==> config.mk <==
export PLATFORM = sky130hd
export DESIGN_NAME = flux_write_pulse_gen
export DESIGN_NICKNAME = d
export VERILOG_FILES = /design/src/rtl/flux_write_pkg.sv /design/src/rtl/flux_write_pulse_timer.sv /design/src/rtl/flux_write_pulse_gen.sv
export SDC_FILE = /design/constraint.sdc
export NUM_CORES = 1
export LEC_CHECK = 0
export ABC_AREA = 0
export CORE_MARGIN = 10
export CORE_UTILIZATION = 52
export DETAILED_ROUTE_END_ITERATION = 12
export GPL_TIMING_DRIVEN = 1
export PLACE_DENSITY = 0.85
export SLEW_MARGIN = 10
export SYNTH_ARGS = -nofsm -noshare
export SYNTH_HDL_FRONTEND = slang
export SYNTH_SLANG_ARGS = --single-unit
==> constraint.sdc <==
create_clock -name clk -period 2.5 [get_ports clk]
set_clock_uncertainty 0.2 [all_clocks]
set_input_delay 0.25 -clock clk [delete_from_list [all_inputs] [get_ports clk]]
set_output_delay 0.25 -clock clk [all_outputs]
set_load 0.01 [all_outputs]
==> src/rtl/flux_write_pkg.sv <==
// flux_write_pkg: shared FSM states, precomp classes, delay width and pattern classifier for the flux write path
package flux_write_pkg;
  typedef enum logic [1:0] {IDLE, PRIME, RUN, DRAIN} state_e;
  typedef enum logic [1:0] {NOMINAL, EARLY, LATE} precomp_e;
  localparam int PRECOMP_LIMIT = 63;
  localparam int DLY_W = $clog2(2 * PRECOMP_LIMIT + 2);
  function automatic precomp_e classify(input logic prev2, input logic next2);
    return (prev2 && !next2) ? EARLY : (!prev2 && next2) ? LATE : NOMINAL;
  endfunction
endpackage

==> src/rtl/flux_write_pulse_timer.sv <==
// flux_write_pulse_timer: one-shot delay-then-width pulse timer (load_i/d_i in; pulse_o, busy_o, collision_o out); a reload replaces a pending pulse or cuts an active one
module flux_write_pulse_timer
  import flux_write_pkg::*;
#(
  parameter int PULSE_WIDTH = 8
) (
  input  logic             clk,
  input  logic             reset,
  input  logic             load_i,
  input  logic [DLY_W-1:0] d_i,
  output logic             pulse_o,
  output logic             busy_o,
  output logic             collision_o
);
  localparam logic [7:0] WID_LAST = 8'(PULSE_WIDTH - 1);
  logic             pend_q, pend_d, act_q, act_d;
  logic [DLY_W-1:0] dly_q, dly_d;
  logic [7:0]       wid_q, wid_d;
  always_comb begin
    pend_d = pend_q;
    act_d  = act_q;
    dly_d  = dly_q;
    wid_d  = wid_q;
    if (load_i) begin
      pend_d = d_i != '0;
      act_d  = d_i == '0;
      dly_d  = d_i - DLY_W'(1);
      wid_d  = WID_LAST;
    end else if (pend_q) begin
      pend_d = dly_q != '0;
      act_d  = dly_q == '0;
      dly_d  = dly_q - DLY_W'(1);
      wid_d  = WID_LAST;
    end else if (act_q) begin
      act_d = wid_q != '0;
      wid_d = wid_q - 8'd1;
    end
  end
  always_ff @(posedge clk) begin
    if (reset) begin
      pend_q <= 1'b0;
      act_q  <= 1'b0;
      dly_q  <= '0;
      wid_q  <= '0;
    end else begin
      pend_q <= pend_d;
      act_q  <= act_d;
      dly_q  <= dly_d;
      wid_q  <= wid_d;
    end
  end
  assign pulse_o     = act_q;
  assign busy_o      = pend_q || act_q;
  assign collision_o = load_i && (pend_q || act_q);
endmodule

==> src/rtl/flux_write_pulse_gen.sv <==
// flux_write_pulse_gen: MFM write pulse generator (enable, nco_step, precomp_delay, cell_data/valid in; cell_ready, wr_pulse, wr_gate, busy, underrun, timing_err out)
module flux_write_pulse_gen
  import flux_write_pkg::*;
#(
  parameter int PULSE_WIDTH = 8,
  parameter int PRECOMP_MAX = 15
) (
  input  logic        clk,
  input  logic        reset,
  input  logic        enable,
  input  logic [31:0] nco_step,
  input  logic [5:0]  precomp_delay,
  input  logic        cell_data,
  input  logic        cell_valid,
  output logic        cell_ready,
  output logic        wr_pulse,
  output logic        wr_gate,
  output logic        busy,
  output logic        underrun,
  output logic        timing_err
);
  localparam logic [DLY_W-1:0] PMAX = DLY_W'(PRECOMP_MAX);
  state_e           state_q, state_d;
  logic [31:0]      acc_q, acc_d;
  logic [32:0]      sum;
  logic             bnd_q, bnd_d, counting;
  logic [4:0]       sr_q, sr_d;
  logic             pc_q, pc_d, und_q, und_d, terr_q, terr_d;
  logic [1:0]       dc_q, dc_d;
  logic             accept, shift, in_bit, load, tmr_busy, collision;
  logic [DLY_W-1:0] p, d;
  precomp_e         cls;
  assign counting = state_q == RUN || state_q == DRAIN;
  assign sum      = {1'b0, acc_q} + {1'b0, nco_step};
  assign acc_d    = counting ? sum[31:0] : '0;
  assign bnd_d    = counting && sum[32];
  // a boundary that sees enable low only moves to DRAIN; the two DRAIN shifts flush the last cells to c0
  assign cell_ready = state_q == PRIME || (state_q == RUN && bnd_q && enable);
  assign accept     = cell_valid && cell_ready;
  assign shift      = bnd_q && ((state_q == RUN && enable) || (state_q == DRAIN && dc_q != 2'd2));
  assign in_bit     = state_q == RUN && cell_valid && cell_data;
  // sr = {c+2, c+1, c0, c-1, c-2}; after the shift c0 is sr_q[3] and c-2 is sr_q[1]
  assign load = shift && sr_q[3];
  assign cls  = classify(sr_q[1], in_bit);
  assign p    = (precomp_delay > 6'(PRECOMP_MAX)) ? PMAX : DLY_W'(precomp_delay);
  assign d    = cls == EARLY ? PMAX - p : cls == LATE ? PMAX + p : PMAX;
  always_comb begin
    state_d = state_q;
    pc_d    = pc_q;
    dc_d    = dc_q;
    und_d   = und_q || (state_q == RUN && shift && !cell_valid);
    terr_d  = terr_q || collision;
    sr_d    = shift ? {in_bit, sr_q[4:1]} : sr_q;
    case (state_q)
      IDLE: begin
        pc_d = 1'b0;
        dc_d = '0;
        sr_d = '0;
        if (enable) begin
          state_d = PRIME;
          und_d   = 1'b0;
          terr_d  = 1'b0;
        end
      end
      PRIME: begin
        if (!enable) state_d = IDLE;
        else if (accept) begin
          sr_d = {cell_data, sr_q[4:1]};
          pc_d = 1'b1;
          if (pc_q) state_d = RUN;
        end
      end
      RUN: if (bnd_q && !enable) state_d = DRAIN;
      DRAIN: begin
        if (shift) dc_d = dc_q + 2'd1;
        if (dc_q == 2'd2 && !tmr_busy) state_d = IDLE;
      end
      default: state_d = IDLE;
    endcase
  end
  always_ff @(posedge clk) begin
    if (reset) begin
      state_q <= IDLE;
      acc_q   <= '0;
      bnd_q   <= 1'b0;
      sr_q    <= '0;
      pc_q    <= 1'b0;
      dc_q    <= '0;
      und_q   <= 1'b0;
      terr_q  <= 1'b0;
    end else begin
      state_q <= state_d;
      acc_q   <= acc_d;
      bnd_q   <= bnd_d;
      sr_q    <= sr_d;
      pc_q    <= pc_d;
      dc_q    <= dc_d;
      und_q   <= und_d;
      terr_q  <= terr_d;
    end
  end
  flux_write_pulse_timer #(.PULSE_WIDTH(PULSE_WIDTH)) u_timer (
    .clk        (clk),
    .reset      (reset),
    .load_i     (load),
    .d_i        (d),
    .pulse_o    (wr_pulse),
    .busy_o     (tmr_busy),
    .collision_o(collision)
  );
  assign wr_gate    = counting;
  assign busy       = state_q != IDLE;
  assign underrun   = und_q;
  assign timing_err = terr_q;
endmodule

==> results of run 1 <==
how the worst min path moves through the flow:
stage | start | to | slack [ns]
2_1_floorplan | enable | timing_err | 0.15
3_3_place_gp | u_timer.dly_q[4] | u_timer.dly_q[4] | 0.27
3_5_place_dp | u_timer.dly_q[5] | u_timer.dly_q[5] | 0.27
4_1_cts | u_timer.dly_q[5] | u_timer.dly_q[5] | 0.29
5_1_grt | nco_step[0] | acc_q[0] | 0.11
6_report | nco_step[0] | acc_q[0] | 0.05
cells by family after synthesis:
group                      share of synthesized area (%)
DFF                                                28.60
and+or+nand+nor                                    21.27
muxes                                              1.905
buffers and inverters                              3.955
other                                             0.1759
AOI/OAI and AO/OA                                  24.29
xor gates and xnor gates                           8.204
adders and majority gates                          11.60
power by group:
| group | switching (mW) | leakage [nW] | internal, mW | total, mW |
|---|---|---|---|---|
| combinational | 0.239 | 2.03 | 0.242 | 0.481 |
| sequential | 0.00778 | 0.495 | 0.983 | 0.991 |
| clock | 0.438 | 0.116 | 0.663 | 1.10 |
| total | 0.685 | 2.64 | 1.89 | 2.57 |
worst register-to-register path, cell delays in order (launching register included):
cell and delay (ns):
dfxtp_1 0.33, ha_4 0.20, buf_4 0.15, a211oi_1 0.30, o21ai_1 0.14, o211ai_1 0.16, o21ai_0 0.24, a31oi_1 0.31
buf_4 0.18, xor2_2 0.15, nor2_1 0.06
layout make-up:
class                   count  area (sq um)
clock buffers              10         127.6
clock inverters             6         111.4
fillers                   487          1640
inverters                  15         56.30
multi-input cells         439          3233
flip-flops and latches     61          1227
well taps                 102         127.6
repair buffers            160          1324
registers in the layout, summed over array words and instances, names as in the netlist, named ones only:
| signal | flops |
|---|---|
| acc_q | 32 |
| bnd_q | 1 |
| dc_q | 2 |
| pc_q | 1 |
| sr_q | 4 |
| state_q | 1 |
| timing_err | 1 |
| u_timer.dly_q | 7 |
| u_timer.pend_q | 1 |
| u_timer.pulse_o | 1 |
| u_timer.wid_q | 8 |
| underrun | 1 |
repair_timing:
| item | CTS | global route |
|---|---|---|
| setup endpoints to repair | 17 | 25 |
| gates cloned | 0 | 0 |
| resized for setup | 18 | 63 |
| setup buffers | 2 | 1 |
| pin swaps | 6 | 31 |
cells in the final DEF, fill, tap and decap left out, types with 4 or more instances in the layout:
cell type / Yosys / routed
nand2_1: 47 / 46
nor2_1: 73 / 71
or3_1: 6 / 6
a21oi_1: 44 / 37
dfxtp_2: 0 / 5
buf_4: 1 / 112
a211oi_1: 13 / 11
xor2_1: 19 / 18
nand2b_1: 5 / 5
a21oi_2: 2 / 8
xnor2_1: 21 / 19
a21o_1: 13 / 13
o21a_1: 7 / 6
nand4_1: 6 / 6
ha_4: 0 / 7
nor3_1: 17 / 16
ha_1: 38 / 28
dfxtp_1: 61 / 56
nand3_1: 14 / 14
clkdlybuf4s50_1: 0 / 44
and2_1: 5 / 5
inv_1: 15 / 14
clkbuf_8: 0 / 9
a31oi_1: 6 / 6
o211ai_1: 6 / 6
conb_1: 2 / 4
o21ai_0: 30 / 20
mux2i_1: 7 / 7
o21ai_1: 1 / 9
layer usage:
metal / share of wire, % / routed length, um / vias to the layer above / GRT usage, %
met2: 49 / 6873 / 253 / 33.88
met5: 0 / 0 / - / 0
met1: 40 / 5666 / 2260 / 23.10
li1: - / - / 2227 / -
met3: 6.4 / 898 / 70 / 2.539
met4: 4.5 / 640 / 0 / 9.845
==> summary.txt, run 1 <==
Logic synthesis
  – Top-count cell post-synth: nor2_1
  – Count of cell types in the netlist: 64
  – Seq cells post-synth: 61
  – Top FF cell, synth: dfxtp_1
  – Post-synth ARST share: 0%
  – Syn. warnings: 0
  – Synthesized area per cell: 7.923 sq um
  – Yosys top cell area share: 28.60%
  – Commonest cells post-synth: nor2_1 (73), dfxtp_1 (61), nand2_1 (47)
  – Number of flops mapped to enable cells by yosys: 0
  – Gate Count Post-Synth: 539
  – Synthesized area: 4270 sq um
  – Post-synthesis sequential area ratio: 28.60%
  – Top cells by area, synth: dfxtp_1 (29%), ha_1 (11%), nor2_1 (6.4%)
  – Area leader, netlist: dfxtp_1

Cells and area
  – Layout Cells excl Fill: approximately 790
  – Final design utilization: 79.10%
  – Layout cells sized above 1: 27.79%
  – Synth-to-layout area growth: 45.36%
  – # nets final: 768
  – Number of diodes: 0
  – Design area: 6207 sq um

Setup path
  – Worst Path Max Fanout: 4
  – Worst Setup EP: acc_q[23]
  – WP depth: 11
  – Critical Path End Type: register
  – FF-to-FF path depth: 10
  – Worst path cell trace: clkdlybuf4s50_1, ha_4, buf_4, a211oi_1, o21ai_1, o211ai_1, o21ai_0, a31oi_1, buf_4, xor2_2, nor2_1
  – CP max-delay cell: clkdlybuf4s50_1
  – Worst Path Arrival: 2.60 ns
  – Startpoint Class: input port
  – Worst Setup SP: nco_step[6]
  – R2R Setup Slk: -0.03 ns
  – Max incr delay on CP: 0.45 ns
  – Reg-to-Reg End: acc_q[23]
  – Critical path data required time: 2.53 ns
  – Critical path's top delay family: compound AO/OA/AOI/OAI gates
  – Setup CP Type: input port to register
  – RR Startpoint: acc_q[6]
  – CP bufs+invs: 3
  – CP most frequent cell: buf_4

Route
  – Via density: 6.066
  – DRC Markers: 0
  – Routed WL per cell: 17.75 um
  – Antenna-violating nets left: 0
  – Via Count: 4810
  – Number of DRC markers in iteration 0: 367
  – DR pass1 iterations: 7
  – Drt total wl: 14080 um

GRT
  – Vias in the first global route: about 4.7k
  – Initial antenna violation count: 0
  – Tot GR Track Use: approximately a fifth
  – GRT overflow: 0
  – Largest net degree at the start of global routing: 18
  – Global-route wire length before repair: 21170 um

Worst hold path
  – Hold Path Class: input port to register
  – WHS Path Cells: 3

Timing
  – RSZ-0062 raised after global routing: true
  – Fin. max-slew vios: 0
  – Final worst setup slack: -0.06756 ns
  – Fmax: between 300 and 400 MHz
  – Fin. Hold Viols: 0
  – # setup viols final: 11
  – Setup TNS: -0.1768 ns
  – Hold Slack: between 0.04 and 0.05 ns
  – Max_slew headroom: 58.55%
  – Crit path time final: 2.568 ns
  – Worst-margin pin slew: 0.6131 ns
  – Post-route clock period utilization: 102.7%

Pwr
  – Power Density: a little over 400 nW/um^2
  – Total leakage power: between 2 and 3 nW
  – Total Power: 2.574 mW
  – Worst-case vdd ir drop: 0.0002620 V

Clock tree
  – Worst skew pair latency: about 0.35 ns
  – Longest Clk Path Bufs: 2
  – CTS Sinks: 61
  – Reg clk slew, reported paths: 0.08 ns
  – H-tree levels: 3
  – Cts bufs inserted: 9
  – CTS tree: yes
  – CTS root buffer: clkbuf_8
  – Hold buffers post-CTS: 0

Die
  – Die height: roughly 110 um
  – Die X: 110.6 um
  – Ports: 49
  – Row count: 32
  – Core Area: 7848 sq um
  – Die area: between 10000 and 15000 sq um
  – Initial Utilization: between 50% and 60%

Flow run
  – Maxcap violations: 0

Place
  – Port bufs: 48
  – GP Congestion: 0.8976
  – Placed cell areas: 5603 sq um
  – Post-DP HPWL: 9217 um
  – Placed cells: 774
  – Post-Place Setup Slack: -0.5574 ns

Run status
  – Failing checks: setup timing
  – Status: complete, but fails checks
No activity file was read; power rests on OpenSTA's default activity.
==> run 2, diff against run 1 <==
- CAP_MARGIN: not set -> 5
==> results of run 2 <==
Same layout as run 1: the final DEF is identical, and so are final timing and power.
==> run 3, diff against run 2 <==
- CORE_UTILIZATION: 52 -> 57
- PLACE_DENSITY: 0.85 -> 0.88
- clock period: 2.5 -> 2.9 ns (I/O delays scaled with it)
==> summary.txt, run 3 (synthesis gave the netlist of run 1 again) <==
Timing
  – Fin. max-slew vios: 0 (unchanged)
  – Crit path time final: 2.726 ns
  – Post-route clock period utilization: 93.99%
  – Hold Slack: 0.2889 ns (was 0.04868 ns)
  – Max_slew headroom: 48.27% (was 58.55%)
  – Fin. Hold Viols: 0 (unchanged)
  – Final worst setup slack: 0.1741 ns (was -0.06756 ns)
  – Worst-margin pin slew: 0.7730 ns (was 0.6131 ns)
  – # setup viols final: 0 (was 11)
  – Fmax: approximately 370 MHz

Die
  – Initial Utilization: 58.88% (was 54.42%)
  – Core Area: 7253 sq um (was 7848 sq um)
  – Die height: 106.6 um (was 110.6 um)
  – Row count: 31 (was 32)
  – Die area: 11350 sq um (was 12240 sq um)
  – Die X: 106.6 um (was 110.6 um)
  – Ports: 49 (unchanged)

Clock tree
  – CTS tree: yes (unchanged)
  – CTS Sinks: 61 (unchanged)
  – Longest Clk Path Bufs: 2 (unchanged)
  – H-tree levels: 3 (unchanged)
  – CTS root buffer: clkbuf_8 (unchanged)
  – Reg clk slew, reported paths: 0.06 ns (was 0.08 ns)
  – Worst skew pair latency: 0.35 ns (about the same)
  – Cts bufs inserted: 9 (unchanged)

GRT
  – Tot GR Track Use: 19.20% (was 19.60%)
  – Initial antenna violation count: 0 (unchanged)
  – Vias in the first global route: 4094 (was 4702)
  – GRT overflow: 0 (unchanged)
  – Global-route wire length before repair: 18440 um (was 21170 um)
  – Largest net degree at the start of global routing: 25 (was 18)

Pwr
  – Worst-case vdd ir drop: 0.0002168 V (was 0.0002620 V)
  – Internal: 1.421 mW (was 1.889 mW)
  – Total leakage power: 2.247 nW (was 2.640 nW)
  – Switching Fraction: 26.53% (was 26.61%)
  – Switch Pwr: 513.1 uW (was 684.9 uW)
  – Seq pwr share: 44.3% (was 38.5%)
  – Clock network fraction of total power: 39.1% (was 42.8%)
  – Power Density: 362.4 nW/um^2 (was 414.6 nW/um^2)
  – Logic pwr share: 16.6% (was 18.7%)

Route
  – DR pass1 iterations: 6 (was 7)
  – Routed WL per cell: 15.21 um (was 17.75 um)
  – DRC Markers: 0 (unchanged)
  – Drt total wl: 11040 um (was 14080 um)
  – Via density: 5.899 (was 6.066)
  – Number of DRC markers in iteration 0: 318 (was 367)
  – Via Count: 4283 (was 4810)
  – Antenna-violating nets left: 0 (unchanged)

Cells and area
  – Number of diodes: 0 (unchanged)
  – # nets final: 704 (was 768)
  – Fill cell count: 567 (was 487)
  – Layout Cells excl Fill: 726 (was 793)
  – Top Registers: acc_q: 32 flops, u_timer.wid_q: 8 flops, u_timer.dly_q: 7 flops (unchanged)
  – Max FFs per register: 32 (unchanged)
  – Layout cells sized above 1: 13.08% (was 27.79%)
  – Synth-to-layout area growth: 24.96% (was 45.36%)
  – Most common cell after layout, fill and taps aside: nor2_1 (was buf_4)
  – Design area: 5336 sq um (was 6207 sq um)
  – Largest Register: acc_q (unchanged)
  – Commonest non-fill, non-tap cells in the layout: nor2_1 (73), dfxtp_1 (61), clkdlybuf4s50_1 (48), buf_4 (48), nand2_1 (47) (was buf_4 (112), nor2_1 (71), dfxtp_1 (56))

Setup path
  – Max incr delay on CP: 0.44 ns (was 0.45 ns)
  – Critical path's top delay family: compound AO/OA/AOI/OAI gates (unchanged)
  – CP max-delay cell: fa_1 (was clkdlybuf4s50_1)
  – CP most frequent cell: nor2_1 (was buf_4)
  – Worst Path Arrival: 2.75 ns (was 2.60 ns)
  – Startpoint Class: input port (unchanged)
  – Worst path cell trace: clkdlybuf4s50_1, ha_1, fa_1, a211oi_2, o21ai_1, a21oi_2, nor2_1, o21ai_0, o2bb2ai_1, xor2_1, nor2_1 (was clkdlybuf4s50_1, ha_4, buf_4, a211oi_1, o21ai_1, o211ai_1, o21ai_0, a31oi_1, buf_4, xor2_2, nor2_1)
  – CP bufs+invs: 1 (was 3)
  – Critical path data required time: 2.93 ns (was 2.53 ns)
  – Setup CP Type: input port to register (unchanged)
  – Worst Path Max Fanout: 5 (was 4)
  – Critical Path End Type: register (unchanged)

Run status
  – Status: finished clean (was complete, but fails checks)

Place
  – Placed cells: 710 (was 774)
  – Placed cell areas: 5130 sq um (was 5603 sq um)
  – GP Congestion: 0.9249 (was 0.8976)
  – Post-DP HPWL: 8475 um (was 9217 um)
  – Port bufs: 48 (unchanged)
  – Post-Place Setup Slack: -0.2493 ns (was -0.5574 ns)

Worst hold path
  – Hold Path Class: register to register (was input port to register)

Flow run
  – Maxcap violations: 0 (unchanged)
run 3: cell count changes in the layout (fill, tap and decap cells not counted), moves of 4 or more:
| cell | before | now |
|---|---|---|
| a21oi_1 | 37 | 43 |
| a21oi_2 | 8 | 3 |
| buf_4 | 112 | 48 |
| clkdlybuf4s50_1 | 44 | 48 |
| dfxtp_1 | 56 | 61 |
| dfxtp_2 | 5 | 0 |
| ha_1 | 28 | 38 |
| ha_4 | 7 | 0 |
| o21ai_0 | 20 | 29 |
| o21ai_1 | 9 | 2 |
run 3: through the flow:
step | TNS [ns] | utilization [%] | total power [mW]
after floorplan | 0 | - | 1.047
after global placement | -0.9143 | 70.73 | 1.175
after detailed placement | -1.903 | 70.73 | 1.187
after CTS | 0 | 73.37 | 1.936
after global routing | -0.02307 | 73.57 | 2.008
final | 0 | 73.57 | 1.934
run 3: worst register-to-register path, stage by stage, from the launching register on:
cell and delay (ns):
dfxtp_1 0.57, nand4b_4 0.14, or3_4 0.34, o31ai_2 0.28
nor2_1 0.07, a21oi_1 0.13, ha_1 0.22, o2111ai_2 0.18
nor2_2 0.15, xor2_1 0.14, nand2_1 0.08, a21oi_2 0.12
run 3: area by class of cell:
| class | instances | area [sq um] | share of cell area [%] |
|---|---|---|---|
| clock buffer | 11 | 141.4 | 2.649 |
| sequential | 61 | 1221 | 22.88 |
| clock inverter | 5 | 50.05 | 0.9379 |
| inverter | 15 | 56.30 | 1.055 |
| tap | 99 | 123.9 | 2.321 |
| timing repair buffer | 96 | 840.8 | 15.76 |
| multi-input combinational | 439 | 2903 | 54.40 |
run 3: layer usage:
layer  GRT usage, %  vias up  part of all wire (%)
met4          9.188        0                   2.7
met3          3.442       27                   5.8
met2          32.51      144                    49
li1               -     2104                     -
met1          22.99     2008                    43
met5              0        -                     0
run 3: repair_timing:
| item | 4_1_cts | 5_1_grt |
|---|---|---|
| buffers inserted | 0 | 0 |
| setup endpoints to repair | 0 | 8 |
| resized for setup | 0 | 5 |
| hold buffers | 0 | 0 |
| hold endpoints to repair | 0 | 0 |
run 3: final timing paths:
path / depth (start not counted) / slack [ns] / endpoint / startpoint
hold / removal: 2 / 0.29 / u_timer.dly_q[5] / u_timer.dly_q[5]
setup reg to reg: 11 / 0.21 / u_timer.dly_q[6] / register
setup / recovery: 11 / 0.17 / acc_q[28] / nco_step[0]
hold reg to reg: 2 / 0.29 / u_timer.dly_q[5] / u_timer.dly_q[5]
run 3: power by group through the flow:
stage	clock network (mW)	registers [mW]	logic [mW]
global route	0.800	0.857	0.351
finish	0.756	0.856	0.322
CTS	0.764	0.856	0.316
floorplan	0	0.870	0.177
global placement	0	0.874	0.300
detailed placement	0	0.875	0.312
